==> src/rtl/tdm_pkg.sv <==
// tdm_pkg: shared slot count, slot index type and framing FSM states for the TDM demux
package tdm_pkg;
    localparam int SLOTS = 4;
    typedef logic [1:0] slot_t;
    localparam slot_t LAST_SLOT = slot_t'(SLOTS - 1);
    typedef enum logic {HUNT, LOCKED} state_t;
endpackage

==> src/rtl/tdm_demux4_if.sv <==
// tdm_demux4_if: serial slot stream in, recovered four-slot frame and framing status out
interface tdm_demux4_if #(parameter int WIDTH = 1);
    logic             in_valid;
    logic             in_sof;
    logic [WIDTH-1:0] in_data;
    logic [WIDTH-1:0] a;
    logic [WIDTH-1:0] b;
    logic [WIDTH-1:0] c;
    logic [WIDTH-1:0] d;
    logic             out_valid;
    logic             s1;
    logic             s0;
    logic             locked;
    logic             sync_err;
    modport master (
        output in_valid, in_sof, in_data,
        input  a, b, c, d, out_valid, s1, s0, locked, sync_err
    );
    modport slave (
        input  in_valid, in_sof, in_data,
        output a, b, c, d, out_valid, s1, s0, locked, sync_err
    );
endinterface

==> src/rtl/tdm_slot_cnt.sv <==
// tdm_slot_cnt: 2-bit slot counter; clr restarts from slot 0, inc advances with 3 -> 0 wrap
module tdm_slot_cnt
    import tdm_pkg::*;
(
    input  logic  clk,
    input  logic  rst_n,
    input  logic  inc,
    input  logic  clr,
    output slot_t cnt
);
    slot_t base;
    assign base = clr ? '0 : cnt;
    // clr with inc lands on slot 1: the restarting beat itself is slot 0
    always_ff @(posedge clk or negedge rst_n) begin
        if (!rst_n) cnt <= '0;
        else if (inc || clr) cnt <= inc ? slot_t'(base + 2'd1) : base;
    end
endmodule

==> src/rtl/tdm_demux4.sv <==
// tdm_demux4: recovers four slot words from a 4:1 TDM stream with SOF-based frame lock
module tdm_demux4
    import tdm_pkg::*;
#(
    parameter int WIDTH = 1
) (
    input  logic         clk,
    input  logic         rst_n,
    tdm_demux4_if.slave  bus
);
    state_t           state;
    state_t           state_nxt;
    slot_t            cnt;
    logic             inc;
    logic             clr;
    logic             err;
    logic             wr_first;
    logic             wr_mid;
    logic             done;
    logic [WIDTH-1:0] sh0;
    logic [WIDTH-1:0] sh1;
    logic [WIDTH-1:0] sh2;
    logic [WIDTH-1:0] a;
    logic [WIDTH-1:0] b;
    logic [WIDTH-1:0] c;
    logic [WIDTH-1:0] d;
    logic             out_valid;
    logic             sync_err;

    tdm_slot_cnt u_cnt (
        .clk   (clk),
        .rst_n (rst_n),
        .inc   (inc),
        .clr   (clr),
        .cnt   (cnt)
    );

    // framing state register
    always_ff @(posedge clk or negedge rst_n) begin
        if (!rst_n) state <= HUNT;
        else state <= state_nxt;
    end

    // classify each valid beat: lock, in-order slot, early SOF or missing SOF
    always_comb begin
        state_nxt = state;
        inc       = 1'b0;
        clr       = 1'b0;
        err       = 1'b0;
        wr_first  = 1'b0;
        wr_mid    = 1'b0;
        done      = 1'b0;
        if (bus.in_valid) begin
            if (state == HUNT) begin
                if (bus.in_sof) begin
                    state_nxt = LOCKED;
                    inc       = 1'b1;
                    wr_first  = 1'b1;
                end
            end else if (bus.in_sof) begin
                inc      = 1'b1;
                clr      = cnt != '0;
                err      = cnt != '0;
                wr_first = 1'b1;
            end else if (cnt == '0) begin
                err       = 1'b1;
                state_nxt = HUNT;
            end else begin
                inc    = 1'b1;
                wr_mid = 1'b1;
                done   = cnt == LAST_SLOT;
            end
        end
    end

    // shadow slots 0..2; slot 3 goes straight to d when the frame completes
    always_ff @(posedge clk or negedge rst_n) begin
        if (!rst_n) begin
            sh0 <= '0;
            sh1 <= '0;
            sh2 <= '0;
        end else begin
            if (wr_first) sh0 <= bus.in_data;
            if (wr_mid && cnt == 2'd1) sh1 <= bus.in_data;
            if (wr_mid && cnt == 2'd2) sh2 <= bus.in_data;
        end
    end

    // publish a completed frame and the one-cycle status pulses
    always_ff @(posedge clk or negedge rst_n) begin
        if (!rst_n) begin
            a         <= '0;
            b         <= '0;
            c         <= '0;
            d         <= '0;
            out_valid <= 1'b0;
            sync_err  <= 1'b0;
        end else begin
            out_valid <= done;
            sync_err  <= err;
            if (done) begin
                a <= sh0;
                b <= sh1;
                c <= sh2;
                d <= bus.in_data;
            end
        end
    end

    assign bus.a         = a;
    assign bus.b         = b;
    assign bus.c         = c;
    assign bus.d         = d;
    assign bus.out_valid = out_valid;
    assign bus.sync_err  = sync_err;
    assign bus.locked    = state == LOCKED;
    assign bus.s1        = cnt[1];
    assign bus.s0        = cnt[0];
endmodule

==> src/flat_wrapper.sv <==
// flat-port wrapper written by rule: the top's interface ports become plain ports
module tdm_demux4_flat import tdm_pkg::*;
#(
    parameter int WIDTH = 1
)
  (clk, rst_n, bus_in_valid, bus_in_sof, bus_in_data, bus_a, bus_b, bus_c, bus_d, bus_out_valid, bus_s1, bus_s0, bus_locked, bus_sync_err);
  tdm_demux4_if #(.WIDTH(WIDTH)) bus_i ();
  input  logic clk;
  input  logic rst_n;
  input wire logic [$bits(bus_i.in_valid)-1:0] bus_in_valid;
  input wire logic [$bits(bus_i.in_sof)-1:0] bus_in_sof;
  input wire logic [$bits(bus_i.in_data)-1:0] bus_in_data;
  output wire logic [$bits(bus_i.a)-1:0] bus_a;
  output wire logic [$bits(bus_i.b)-1:0] bus_b;
  output wire logic [$bits(bus_i.c)-1:0] bus_c;
  output wire logic [$bits(bus_i.d)-1:0] bus_d;
  output wire logic [$bits(bus_i.out_valid)-1:0] bus_out_valid;
  output wire logic [$bits(bus_i.s1)-1:0] bus_s1;
  output wire logic [$bits(bus_i.s0)-1:0] bus_s0;
  output wire logic [$bits(bus_i.locked)-1:0] bus_locked;
  output wire logic [$bits(bus_i.sync_err)-1:0] bus_sync_err;
  assign bus_i.in_valid = bus_in_valid;
  assign bus_i.in_sof = bus_in_sof;
  assign bus_i.in_data = bus_in_data;
  assign bus_a = bus_i.a;
  assign bus_b = bus_i.b;
  assign bus_c = bus_i.c;
  assign bus_d = bus_i.d;
  assign bus_out_valid = bus_i.out_valid;
  assign bus_s1 = bus_i.s1;
  assign bus_s0 = bus_i.s0;
  assign bus_locked = bus_i.locked;
  assign bus_sync_err = bus_i.sync_err;
  tdm_demux4 #(.WIDTH(WIDTH)) u_core (.clk(clk), .rst_n(rst_n), .bus(bus_i));
endmodule
==> config.mk <==
export PLATFORM = sky130hd
export DESIGN_NAME = tdm_demux4_flat
export DESIGN_NICKNAME = d
export VERILOG_FILES = /design/src/rtl/tdm_pkg.sv /design/src/rtl/tdm_demux4_if.sv /design/src/rtl/tdm_slot_cnt.sv /design/src/rtl/tdm_demux4.sv /design/src/flat_wrapper.sv
export SDC_FILE = /design/constraint.sdc
export NUM_CORES = 1
export LEC_CHECK = 0
export ABC_AREA = 0
export ABC_CLOCK_PERIOD_IN_PS = 2000
export CORE_AREA = 5 5 43 45
export CTS_CLUSTER_SIZE = 30
export DETAILED_ROUTE_END_ITERATION = 8
export DIE_AREA = 0 0 48 50
export GPL_TIMING_DRIVEN = 0
export PLACE_DENSITY = 0.68
export SYNTH_ARGS = -nofsm -noshare
export SYNTH_HDL_FRONTEND = slang
export SYNTH_SLANG_ARGS = --single-unit
export TNS_END_PERCENT = 50
==> constraint.sdc <==
create_clock -name clk -period 2 [get_ports clk]
set_clock_uncertainty 0.05 [all_clocks]
set_input_delay 0.5 -clock clk [delete_from_list [all_inputs] [get_ports clk]]
set_output_delay 0.5 -clock clk [all_outputs]
set_load 0.02 [all_outputs]
==> results of run 1 <==
[per-layer routing]
| metal | part of all wire | wire [um] | up-vias |
|---|---|---|---|
| li1 | - | - | 197 |
| met1 | 0.46 | 471 | 188 |
| met2 | 0.46 | 465 | 14 |
| met3 | 0.056 | 57 | 2 |
| met4 | 0.019 | 19 | 0 |
| met5 | 0 | 0 | - |
[area by class of cell]
class	instances	area (um^2)	share of cell area
well taps	16	20.0	0.0264
multi-input cells	30	251	0.332
clock buffers	4	36.3	0.0479
inverters	5	18.8	0.0248
flip-flops and latches	12	302	0.398
repair buffers	13	130	0.172
[cells by family (layout without fill, tap and decap cells)]
logic type      count (synthesis)  count (layout)  synth area share
simple gates                   14              14             0.160
mux                             7               7             0.138
flops                          12              12             0.526
compound gates                  5               5            0.0614
buf+inv                         5              22            0.0329
xor+xnor                        1               1            0.0154
fa+ha+maj                       3               3            0.0658
[how the worst min path moves through the flow]
stage | slack (ns) | start | cells after the start | end
5_1_grt | 0.48 | u_core.sh0$_DFFE_PN0P_ | 1 | u_core.sh0$_DFFE_PN0P_
6_report | 0.46 | u_core.sh1$_DFFE_PN0P_ | 1 | u_core.sh1$_DFFE_PN0P_
3_3_place_gp | 0.44 | u_core.sh0$_DFFE_PN0P_ | 1 | u_core.bus.a$_DFFE_PN0P_
2_1_floorplan | 0.15 | rst_n | 0 | u_core.bus.a$_DFFE_PN0P_
4_1_cts | 0.47 | u_core.bus.d$_DFFE_PN0P_ | 1 | u_core.bus.d$_DFFE_PN0P_
3_5_place_dp | 0.45 | u_core.sh0$_DFFE_PN0P_ | 1 | u_core.sh0$_DFFE_PN0P_
[cells in the mapped netlist]
cell type / number
sky130_fd_sc_hd__inv_1: 5
sky130_fd_sc_hd__o21ai_0: 1
sky130_fd_sc_hd__and2_2: 1
sky130_fd_sc_hd__dfrtp_1: 12
sky130_fd_sc_hd__and3_1: 1
sky130_fd_sc_hd__o221ai_1: 1
sky130_fd_sc_hd__or2_2: 1
sky130_fd_sc_hd__nand2_1: 4
sky130_fd_sc_hd__ha_1: 3
sky130_fd_sc_hd__nor3b_1: 1
sky130_fd_sc_hd__mux2_2: 7
sky130_fd_sc_hd__nor3_1: 1
sky130_fd_sc_hd__nand3_1: 2
sky130_fd_sc_hd__nand4_4: 1
sky130_fd_sc_hd__o2111ai_1: 1
sky130_fd_sc_hd__xor2_1: 1
sky130_fd_sc_hd__nor2b_1: 2
sky130_fd_sc_hd__o21a_1: 1
sky130_fd_sc_hd__o21ai_1: 1
[what timing repair did]
action                                  4_1_cts  5_1_grt
endpoints found under the setup margin        1        0
hold endpoints to repair                      0        0
setup buffers                                 0        0
gates resized for setup                       1        0
[power groups by stage]
stage	logic, mW	registers, mW	clock network, mW
2_1_floorplan	0.174	0.498	0
6_report	0.448	0.420	0.199
3_3_place_gp	0.444	0.420	0
4_1_cts	0.454	0.423	0.205
3_5_place_dp	0.450	0.426	0
5_1_grt	0.487	0.435	0.214
[stage by stage]
| stage | power [mW] | cells | hold slack (ns) | setup WS (ns) | TNS, ns |
|---|---|---|---|---|---|
| finish | 1.07 | 80 | 0.458 | 0.0425 | 0 |
| global placement | 0.864 | 76 | 0.435 | -0.185 | -0.323 |
| global route | 1.14 | 80 | 0.484 | 0.00223 | 0 |
| CTS | 1.08 | 80 | 0.465 | 0.0259 | 0 |
| floorplan | 0.672 | 47 | 0.154 | 0.355 | 0 |
| detailed placement | 0.876 | 76 | 0.445 | -0.182 | -0.349 |
==> flow_results.org, run 1 <==
** Worst setup path
- Slowest-stage cell, CP :: sky130_fd_sc_hd__clkdlybuf4s50_1
- Arrival time of data at the critical path endpoint :: 1.41 ns
- Worst Path Required :: 1.45 ns
- STA classifies the critical path endpoint as an output port.
- The signal on the critical path passes through clkdlybuf4s50_1.
- The startpoint identified for the worst register-to-register timing path is u_core.u_cnt.cnt[1]$_DFFE_PN0P_.
- In this run the number of cells on the critical path is 1.
- The worst register-to-register path ends at u_core.sh1$_DFFE_PN0P_.
- Register-to-register path setup slack :: 0.34 ns
- The largest single stage delay on the critical path is 0.65 ns.
- WP buf/inv :: 1
- Counting cells, the worst reg-to-reg path comes to 5.
- Maximum fanout along the worst path :: 6
- STA classifies the critical path startpoint as a register.
- Crit Path Category :: register to output port
- In this run the worst setup path begins at u_core.u_cnt.cnt[1]$_DFFE_PN0P_.
- The critical path ends at bus_s1.
- On the critical path the largest part of the delay comes from buffers and inverters.

** Logic synthesis
- Summed over all instances, the cell type with the most area after synthesis is sky130_fd_sc_hd__dfrtp_1.
- Nets in the synthesized netlist :: 55
- Synthesis instantiated 19 different standard cells from the library.
- Summing every instance area after synthesis gives 571 um^2.
- Synthesized area per cell :: 12.1 um^2
- Top post-synthesis cells by area :: sky130_fd_sc_hd__dfrtp_1 (53%), sky130_fd_sc_hd__mux2_2 (14%), sky130_fd_sc_hd__ha_1 (6.6%), sky130_fd_sc_hd__nand4_4 (3.7%), sky130_fd_sc_hd__inv_1 (3.3%)
- Of the post-synthesis cell area, the dominant cell type holds 0.526.
- Seq/Total Area, Yosys :: 0.526
- Synth Instances :: 47
- Flops & latches, synth :: 12
- During synthesis, Yosys emitted a total of 0 warnings.

** Timing
- Upper clock frequency limit :: 0.511 GHz
- Max-slew headroom :: 0.657
- Setup repair after global routing left no endpoint under its margin.
- Number of pins with negative max-slew slack in the final report :: 0
- Final hold violation count :: 0
- Final worst-path cycle share :: 0.979
- Slew at the pin closest to its max-slew limit :: 0.513 ns
- Setup violations remaining at the end of the flow were counted as 0.
- After layout, the minimum clock period comes to 1.96 ns.

** Clock tree
- Reg clk slew, reported paths :: 0.09 ns
- Deepest level of the CTS H-tree :: 1
- Hold bufs inserted after CTS :: 0
- Counting the buffers created by CTS gives 3.
- Clock latency at the later pin of the worst-skew pair :: 0.28 ns
- Max Root-Sink Buffers :: 2
- Number of sinks driven by the clock tree :: 12
- TritonCTS built the clock tree.
- Clock root cell :: sky130_fd_sc_hd__clkbuf_4

** Global route
- Global route total overflow :: 0
- Largest net degree at the start of global routing :: 13
- The initial antenna violation count came to 0.
- For this run, global-route usage on met2 was measured as 0.143.
- Routing usage on met1 :: 0.121
- For met3 alone, demand over resource in global routing was 0.0255.
- met2 is the most crowded layer.
- Vias in the first global route :: 397
- First-pass GRT wire length :: 1660 um
- For this run, the total global-route usage over all layers was measured as 0.0944.

** Power
- The share of total power dissipated in combinational logic is 0.419.
- Largest voltage drop on the vdd net :: 0.600 mV
- Leakage component of the power :: 0.353 nW
- The internal power of the cells totals 0.681 mW.
- Of the total power, the clock network draws 0.187.
- Of the total power, registers draw 0.394.
- Sw frac :: 0.362
- Pwr Density :: 1410 nW/um^2
- The analysis attributes to net switching a power of 0.386 mW.

** Floorplanning
- Placeable Area :: 1440 um^2
- Die Height :: 50 um
- Die area :: 2400 um^2
- For this configuration, the core starts out at a cell density of 0.397.
- Width of the chip :: 48 um
- Number of top-level pins :: 14
- The floorplan has 14 rows.

** Placed design
- Detailed placement HPWL :: 759 um
- Buffers on Ports :: 13
- The congestion estimate from routability-driven global placement came to 0.736.
- In this run the cell area measured after placement is 721 um^2.

** Cells and area
- Synth-to-Final Area Change :: 32.9%
- Leading cell types in the layout, fill and taps excluded :: sky130_fd_sc_hd__clkdlybuf4s50_1 (13), sky130_fd_sc_hd__dfrtp_1 (11), sky130_fd_sc_hd__mux2_2 (7)
- The number of antenna diodes in the final layout is 0.
- Of the cells placed in the final design, the portion with a size suffix greater than 1 is 0.234.
- Fill cell total of the finished layout :: 138
- Utilization after layout :: 0.528
- The register with the most flip-flops in the layout has 2 of them.
- Final-stage net count :: 73
- Register with the most flip-flops :: u_core.u_cnt.cnt
- Final Instance Area :: 758 um^2
- Commonest non-fill, non-tap cell in the layout :: sky130_fd_sc_hd__clkdlybuf4s50_1

** Routing
- The routed design has 1010 um of wire.
- After detailed routing, the number of remaining DRC violations is 0.
- In this run, the number of DRC markers left after iteration 0 of detailed routing was 9.
- Average vias per placed instance :: 5.01
- Before antenna repair, the detailed router went through 4 iterations.
- In this run the remaining antenna-violating nets after routing total 0.
- After detailed routing, the average wire length per cell comes to 12.7 um.
- Vias :: 401

** Flow run
- The tool flagged a number of max-cap violations equal to 0.

** Hold path
- Worst hold-check path type :: register to register

** Run status
- The run finished with clean final reports.
No activity file was read; power rests on OpenSTA's default activity.
==> inputs of run 2 (changes only) <==
--- a/config.mk
+++ b/config.mk
@@ -7,10 +7,10 @@
 export LEC_CHECK = 0
 export ABC_AREA = 0
 export ABC_CLOCK_PERIOD_IN_PS = 2000
-export CORE_AREA = 5 5 43 45
+export CORE_AREA = 2 2 40 42
 export CTS_CLUSTER_SIZE = 30
 export DETAILED_ROUTE_END_ITERATION = 8
-export DIE_AREA = 0 0 48 50
+export DIE_AREA = 0 0 42 44
 export GPL_TIMING_DRIVEN = 0
 export PLACE_DENSITY = 0.68
 export SYNTH_ARGS = -nofsm -noshare
==> run 2 against run 1 <==
Sequential power hardly changed. Design area is 0.33% higher. Register-to-register slack better by 0.04 ns. Largest cell class unchanged.
==> flow_results.org, run 2 (synthesis results as in run 1) <==
** Clock tree
- The source-to-sink clock delay at the later pin of the worst-skew pair was 0.27 ns (about the same).
- The clock buffer count from CTS came to 3 (unchanged).
- The tree is rooted in a sky130_fd_sc_hd__clkbuf_4.
- The number of H-tree levels came to 1 (unchanged).
- TritonCTS built the clock tree.
- The clock transition time at the flip-flop clock pins of the worst setup and hold paths came to 0.08 ns (about the same).
- Max Root-Sink Buffers :: 2 (unchanged)
- Post-CTS setup buffers :: 0 (unchanged)
- Resized Gates After CTS :: 1 (unchanged)
- The clock sink count is 12 (unchanged).
- Hold bufs inserted after CTS :: 0 (unchanged)

** Flow run
- Number of maximum-capacitance violations :: 0 (unchanged)

** Power
- The worst voltage drop across the vdd grid was 0.584 mV (-2.7%).
- Leakage component of the power :: 0.361 nW (+2.4%)
- Power after layout :: 1.06 mW (-0.86%)
- Pwr Density :: 1390 nW/um^2 (-1.2%)

** Routing
- Average vias per placed instance :: 4.89 (-2.5%)
- The number of remaining DRC errors came to 0 (unchanged).
- The final antenna-violating net count was 0 (unchanged).
- Number of DRC violations after detailed-routing iteration 0 :: 4 (-5)
- The total length of routed met2 wires came to 503 um (+8.2%).
- The total vias in the final route is 391 (-2.5%).
- Total length of routed met3 wires :: 86 um (+51%)
- Signal routing reaches up to met3.
- The wire length after detailed routing was 1020 um (+0.59%).
- The average detailed-routed wire length per instance was 12.8 um (+0.59%).
- The count of TritonRoute iterations in the first routing pass came to 2 (-2).
- Total routed wire length on the met1 layer :: 430 um (-8.7%)

** Run status
- The run finished with clean final reports.

** Floorplanning
- Initial core utilization :: 0.402 (+0.00490)
- Die Height :: 44 um (-12%)
- Die area :: 1850 um^2 (-23%)
- Placeable Area :: 1420 um^2 (-1.2%)
- The number of placement rows was 14 (unchanged).
- The number of top-level pins came to 14 (unchanged).
- Width of the chip :: 42 um (-13%)

** Global route
- Total routing usage reported by global routing :: 0.133 (+0.0382)
- The wire length of the first global-routing pass came to 1790 um (+7.9%).
- Global route total overflow :: 0 (unchanged)
- The via count of the first global-routing pass came to 423 (+6.5%).
- The pin count of the biggest net entering global routing was 13 (unchanged).
- The initial antenna violation count came to 0 (unchanged).

** Worst setup path
- Cells on worst reg2reg path :: 5 (unchanged)
- The endpoint required time on the critical path is 1.45 ns (about the same).
- For this design, the slowest cell found on the critical path is sky130_fd_sc_hd__clkdlybuf4s50_1.
- Family with the most delay on the worst path :: buffers and inverters
- The worst setup path is captured at an output port.
- By startpoint and endpoint, the worst setup path is classified as register to output port.
- Arrival time of data at the critical path endpoint :: 1.36 ns (-0.05 ns)
- STA classifies the critical path startpoint as a register.
- The buffers plus inverters on the worst setup path was 1 (unchanged).
- R2R Path Start :: u_core.u_cnt.cnt[1]$_DFFE_PN0P_
- Worst r2r dst :: u_core.sh1$_DFFE_PN0P_
- CP Cell Sequence :: clkdlybuf4s50_1
- The worst stage delay on the critical path came to 0.63 ns (-0.02 ns).
- The reg-to-reg setup timing slack was 0.38 ns (+0.04 ns).
- Maximum fanout along the worst path :: 9 (+3)

** Placed design
- The number of instances in the placed design came to 76 (unchanged).
- The port buffer count was 13 (unchanged).
- The routability-driven placement congestion ratio came to 0.722 (-1.9%).
- The instance area at placement was 721 um^2 (unchanged).
- The half-perimeter wire length after placement was 751 um (-0.99%).
- Worst slack, placed :: -0.141 ns (+0.0406 ns)

** Timing
- Final setup violation count :: 0 (unchanged)
- The worst max-slew margin expressed relative to the limit was 0.633 (-0.0239).
- The final number of hold-violating endpoints is 0 (unchanged).
- The actual slew at the worst max-slew pin is 0.549 ns (+0.0357 ns).
- Setup repair after global routing missed its margin :: no
- The highest clock frequency the design can meet came to 0.522 GHz (+2.3%).
- The final-report max-slew violation count was 0 (unchanged).
- The clock period minus final worst setup slack was 1.91 ns (-0.0433 ns).
- The post-route fraction of the period consumed by the critical path is 0.957 (-0.0216).
- Worst hold-check slack :: 0.462 ns (+0.00354 ns)
- Fin worst setup slack :: 0.0858 ns (+0.0433 ns)

** Cells and area
- The final cell area excluding filler cells is 761 um^2 (+0.33%).
- Number of flip-flops under the largest register name :: 2 (unchanged)
- Number of antenna diodes :: 0 (unchanged)
- Leading cell types in the layout, fill and taps excluded :: sky130_fd_sc_hd__clkdlybuf4s50_1 (12), sky130_fd_sc_hd__dfrtp_1 (11), sky130_fd_sc_hd__mux2_2 (7)
- Final instance count without filler cells :: 80 (unchanged)
- Register with the most flip-flops :: u_core.u_cnt.cnt
- Synth-to-Final Area Change :: 33.3%
- The final layout net count was 73 (unchanged).
- The proportion of layout cells with a drive suffix above 1 is 0.234 (unchanged).
- Commonest non-fill, non-tap cell in the layout :: sky130_fd_sc_hd__clkdlybuf4s50_1

** Hold path
- Number of stages on the worst hold path :: 1 (unchanged)
- In this run the most critical hold path is launched from u_core.sh1$_DFFE_PN0P_.
- WHS Endpoint :: u_core.sh1$_DFFE_PN0P_
- In this run the worst hold path is classified as register to register.
## run 2: power by group
group	switching, mW	total [mW]	leakage (nW)	internal, mW
Combinational	0.214	0.445	0.190	0.232
Clock	0.0816	0.192	0.0210	0.111
Sequential	0.0842	0.421	0.150	0.337
Total	0.379	1.06	0.361	0.679
## run 2: area by class of cell
cell class | count | area (um^2)
timing repair buffer | 13 | 133
sequential | 12 | 302
fill | 129 | 658
multi-input combinational | 30 | 251
tap | 16 | 20.0
clock buffer | 4 | 36.3
inverter | 5 | 18.8
## run 2: per-layer routing
metal	global-route usage	up-vias
met5	0	-
li1	-	195
met3	0.0833	0
met2	0.234	14
met4	0.0194	0
met1	0.136	182
## run 2: worst max-delay path by stage
stage / startpoint / end / slack, ns / cells after the start
after global placement: bus_in_sof / u_core.sh1$_DFFE_PN0P_ / -0.15 / 6
after floorplan: u_core.u_cnt.cnt[1]$_DFFE_PN0P_ / u_core.sh1$_DFFE_PN0P_ / 0.35 / 5
after global routing: u_core.u_cnt.cnt[0]$_DFFE_PN0P_ / bus_s0 / 0.02 / 1
final: u_core.bus.locked$_DFFE_PN0P_ / bus_locked / 0.09 / 1
after detailed placement: bus_in_sof / u_core.sh1$_DFFE_PN0P_ / -0.14 / 6
after CTS: u_core.u_cnt.cnt[1]$_DFFE_PN0P_ / bus_s1 / 0.03 / 1
## run 2: worst reg2reg max path: stages, from the launching register on
cell	delay, ns
sky130_fd_sc_hd__dfrtp_1	0.48
sky130_fd_sc_hd__or2_2	0.18
sky130_fd_sc_hd__ha_1	0.14
sky130_fd_sc_hd__nand3_1	0.10
sky130_fd_sc_hd__nor3b_1	0.21
sky130_fd_sc_hd__mux2_2	0.35
## run 2: through the flow
stage / util / TNS, ns
detailed placement: 0.508 / -0.302
global placement: 0.508 / -0.323
finish: 0.536 / 0
floorplan: - / 0
global route: 0.536 / 0
CTS: 0.534 / 0
